===== src/rtl/sudoku_pkg.sv =====
// Shared sizes and types for the sudoku board checker.
// The optional SUDOKU_CHECK_EARLY_EXIT_EN build is handled in the top level.
package sudoku_pkg;

  localparam int CELLS       = 81;
  localparam int CELL_W      = 4;
  localparam int VIS_W       = 2;
  localparam int MAP_W       = CELLS * CELL_W;
  localparam int VIS_W_TOTAL = CELLS * VIS_W;

  typedef logic [6:0] cell_idx_t;

  localparam cell_idx_t LAST_IDX = 7'(CELLS - 1);

  typedef enum logic [1:0] {
    IDLE,
    SCAN,
    DONE
  } check_state_t;

  typedef enum logic [1:0] {
    CELL_SKIP,
    CELL_EMPTY,
    CELL_ERROR,
    CELL_OK
  } cell_class_t;

endpackage


===== src/rtl/sudoku_board_checker_compare.sv =====
// Combinational classification of one cell: skip (given), empty, error or ok.
module sudoku_cell_compare
  import sudoku_pkg::*;
(
  input  logic [CELL_W-1:0] expected,
  input  logic [CELL_W-1:0] player,
  input  logic [VIS_W-1:0]  vis,
  output cell_class_t       cell_class
);

  // Out-of-range entries (10..15) count as errors even though they can never match.
  always_comb begin
    cell_class = CELL_OK;
    if (vis != '0) begin
      cell_class = CELL_SKIP;
    end else if (player == '0) begin
      cell_class = CELL_EMPTY;
    end else if ((player > 4'd9) || (player != expected)) begin
      cell_class = CELL_ERROR;
    end
  end

endmodule


===== config.mk =====
export PLATFORM = sky130hd
export DESIGN_NAME = sudoku_cell_compare
export DESIGN_NICKNAME = d
export VERILOG_FILES = /design/src/rtl/sudoku_pkg.sv /design/src/rtl/sudoku_board_checker_compare.sv
export SDC_FILE = /design/constraint.sdc
export NUM_CORES = 1
export LEC_CHECK = 0
export CELL_PAD_IN_SITES_DETAIL_PLACEMENT = 0
export CELL_PAD_IN_SITES_GLOBAL_PLACEMENT = 1
export CORE_AREA = 3 3 40 42
export DETAILED_ROUTE_END_ITERATION = 16
export DIE_AREA = 0 0 43 45
export PLACE_DENSITY_LB_ADDON = 0.1
export SETUP_SLACK_MARGIN = 0.5
export SLEW_MARGIN = 20
export SYNTH_ARGS = -nofsm -noshare
export SYNTH_HDL_FRONTEND = slang
export SYNTH_SLANG_ARGS = --single-unit

===== constraint.sdc =====
create_clock -name vclk -period 2.02
set_input_delay 0.404 -clock vclk [all_inputs]
set_output_delay 0.404 -clock vclk [all_outputs]
set_load 0.05 [all_outputs]

# Word level (Yosys, flattened, before mapping)
# Cells that the tools add are included.
[word_totals]
output_inout_bits = 2
inputBits = 10
regBits = 0
wordCells = 8
[op_classes]
eq_ne = 1
reduce_logical = 3
order_cmp = 1
mux = 3
[ops]
columns = ["op", "count"]
rows = [
  ["> comparator 4 bit, second input constant", 1],
  ["logical NOT 4 bit", 1],
  ["2-to-1 mux 2 bit", 2],
  ["!= test 4 bit", 1],
  ["nonzero test 2 bit", 1],
  ["logical OR 1 bit", 1],
  ["2-to-1 mux 1 bit", 1],
]

# Longest topological paths before layout
[logic_depth]
word_depth = 5
depth_mapped = 3
depth_no_buf = 3

# Worst setup path before layout
# Ideal clock, no wire load.
[synth_path]
path_type = "input port to output port"
startpoint = "in player[3]"
endpoint = "out cell_class[0]"
t_arrival_ps = 1687
t_required_ps = 1616
path_slack_ps = -71
stages = 2
n_path_buf = 0
cell_sequence = "or4_4 > a311oi_2"
[synth_between]
elab_chain_len = 5
word_cells_on_any_way = 7
classes_between = "order compare (1); eq/ne (1); mux (3); reduce/logical (2)"
[synth_lines]
columns = ["element", "line_no", "rtl"]
rows = [
  ["start, declared", "sudoku_board_checker_compare.sv:6", "input logic [CELL_W-1:0] player,"],
  ["> comparator 4 bit / != test 4 bit (equally long branches)", "sudoku_board_checker_compare.sv:18", "end else if ((player > 4'd9) || (player != expected)) begin"],
  ["logical OR 1 bit", "sudoku_board_checker_compare.sv:18", ""],
  ["2-to-1 mux 1 bit", "sudoku_board_checker_compare.sv:18", ""],
  ["2-to-1 mux 2 bit *", "sudoku_board_checker_compare.sv:16", "end else if (player == '0) begin"],
  ["2-to-1 mux 2 bit *", "sudoku_board_checker_compare.sv:14", "if (vis != '0) begin"],
  ["end, declared", "sudoku_board_checker_compare.sv:8", "output cell_class_t cell_class"],
]
# Mark *: on every way between the ends. The rest lies on a longest branch, timed or not.

# Worst setup path in the final report
[layout_path]
startpoint = "in expected[0]"
endpoint = "out cell_class[0]"
[layout_between]
elab_chain_len = 5
[layout_lines]
columns = ["element", "line_no", "rtl"]
rows = [
  ["start, declared", "sudoku_board_checker_compare.sv:5", "input logic [CELL_W-1:0] expected,"],
  ["!= test 4 bit", "sudoku_board_checker_compare.sv:18", ""],
  ["logical OR 1 bit", "sudoku_board_checker_compare.sv:18", ""],
  ["2-to-1 mux 1 bit", "sudoku_board_checker_compare.sv:18", ""],
  ["2-to-1 mux 2 bit", "sudoku_board_checker_compare.sv:16", ""],
  ["2-to-1 mux 2 bit", "sudoku_board_checker_compare.sv:14", ""],
]
# No other way between the ends.

==> impl_metrics.tcl <==
set metrics [dict create \
    run_status "complete, no violations" \
    final_cells 38 \
    wire_per_inst_um 8.50 \
    ys_seq_area_frac 0 \
    dp.cells 37 \
    yosysTopAreaCell "xnor2_1" \
    crit_buf_inv 2 \
    portBuffers 12 \
    grt_max_degree 4 \
    cp_slowest_stage_delay_ps 360 \
    synth_area_leaders "xnor2_1 30%, a311oi_2 17%, nand4_1 14%" \
    critical_path_class "input port to output port" \
    netlist_area_sq_um 86.3 \
    mostFrequentLayoutCells "4 x buf_6, 3 x xnor2_2, 3 x clkdlybuf4s15_1" \
    clkPwrFrac 0 \
    power.switching_mw 0.0226 \
    syn2layout_area_growth_pct 242 \
    worst-slew-pin-transition_ps 259 \
    max_freq_mhz 525 \
    drt-initial-drc-count 0 \
    via_per_inst 3.63 \
    final_common_cell "buf_6" \
    cap_violations 0 \
    grt_pass1_vias 140 \
    die_area_sq_mm 0.00194 \
    setup_violations 0 \
    arrival_ps 1500 \
    ir_drop_v 0.0000512 \
    required_ps 1620 \
    relSlewSlack 0.828 \
    power_density_mw_per_mm2 186 \
    critPathSlowestCell "a311oi_4" \
    power_mw 0.0548 \
    seq_area_sq_um 0 \
    comb_power_share 1.000 \
    p_sw_frac 0.412 \
    worstPathCellList "clkdlybuf4s15_1 > xnor2_2 > nand4_1 > a311oi_4 > buf_12" \
    power.share.sequential 0 \
    initial_core_util 0.0672 \
    postSynthAreaPerCell_sq_um 8.63 \
    grt_overflow_total 0 \
    drv_slew 0 \
    num_vias 138 \
    cp-end-kind "output port" \
    pin_count 12 \
    grt_pass1_wl_um 552 \
    cpLargestDelayFamily "buffers and inverters" \
    die_y_um 45 \
    first_pass_iters 1 \
    coreArea_sq_mm 0.00128 \
    drc_errors 0 \
    nets 35 \
    p_int_mw 0.0322 \
    wirelength_um 323 \
    drive_gt1_frac 0.609 \
    rows 13 \
    design.seq.count 0 \
    min_period_ps 1910 \
    synth_warnings 0 \
    syn-num-nets 20 \
    grt_use_total 0.0349 \
    clkbuf_count 0 \
    globalplace.congestion 0.628 \
    hold_buffers 0 \
    rsz0062_at_grt "true" \
    cp_max_fo 2 \
    synth_top_area_frac 0.304 \
    synth.distinct_cells 7 \
    finalHoldViolations 0 \
    leakagePower_nw 0.118 \
    hp-class "input port to output port" \
    diodes 0 \
    crit_path_start_kind "input port" \
    die_w_um 43 \
    postRouteAntennaNets 0 \
    fill_cells 143 \
    syn_inst 10 \
    grt_antenna_before_repair 0 \
    fin_crit_sh 0.944 \
]
synth_stat cells:
cell and n:
xnor2_1 3, nand4_1 2, a311oi_2 1, nor2_1 1, nor3b_1 1, nor4bb_1 1, or4_4 1
metal layers:
layer,wire (um),global-route usage,up-vias
met5,0,0,-
met4,0,0,0
met3,37,0.00398,0
met2,146,0.0659,9
met1,138,0.0455,58
li1,-,-,71
path summary, 6_finish.rpt:
kind,start,endpoint,slack [ps],depth (start not counted)
worst min-delay path,player[3],cell_class[0],1240,4
worst max-delay path,expected[0],cell_class[0],110,5
per-stage QoR:
step           TNS [ps]  cell area [sq um]  setup slack, ps   util  hold slack [ps]
2_1_floorplan         0                103              129      -              865
3_3_place_gp       -422                249             -251  0.194             1550
3_5_place_dp       -429                249             -263  0.194             1550
4_1_cts               0                270             78.2  0.210             1250
5_1_grt               0                295             73.0  0.230             1260
6_report              0                295              114  0.230             1240
cells by family (layout without fill, tap and decap cells):
logic type | count (synthesis) | in the layout | share of synthesized area
AO/OA/AOI/OAI | 1 | 1 | 0.174
XOR/XNOR | 3 | 3 | 0.304
buffers and inverters | 0 | 13 | 0
AND/OR/NAND/NOR | 6 | 6 | 0.522
repair_timing:
action | 4_1_cts | 5_1_grt
buffers inserted | 1 | 0
pin swaps | 6 | 5
cloned | 0 | 0
setup endpoints to repair | 2 | 2
resized for setup | 27 | 7
layout make-up:
class	count	area [sq um]	share of cell area
well taps	15	18.8	0.0636
multi-input cells	10	140	0.475
repair buffers	13	136	0.462
power by group through the flow:
stage	clock [mW]	sequential (mW)	combinational, mW
2_1_floorplan	0	0	0.0173
3_3_place_gp	0	0	0.0464
3_5_place_dp	0	0	0.0463
4_1_cts	0	0	0.0492
5_1_grt	0	0	0.0579
6_report	0	0	0.0548
Power figures use the tool's default switching activity.
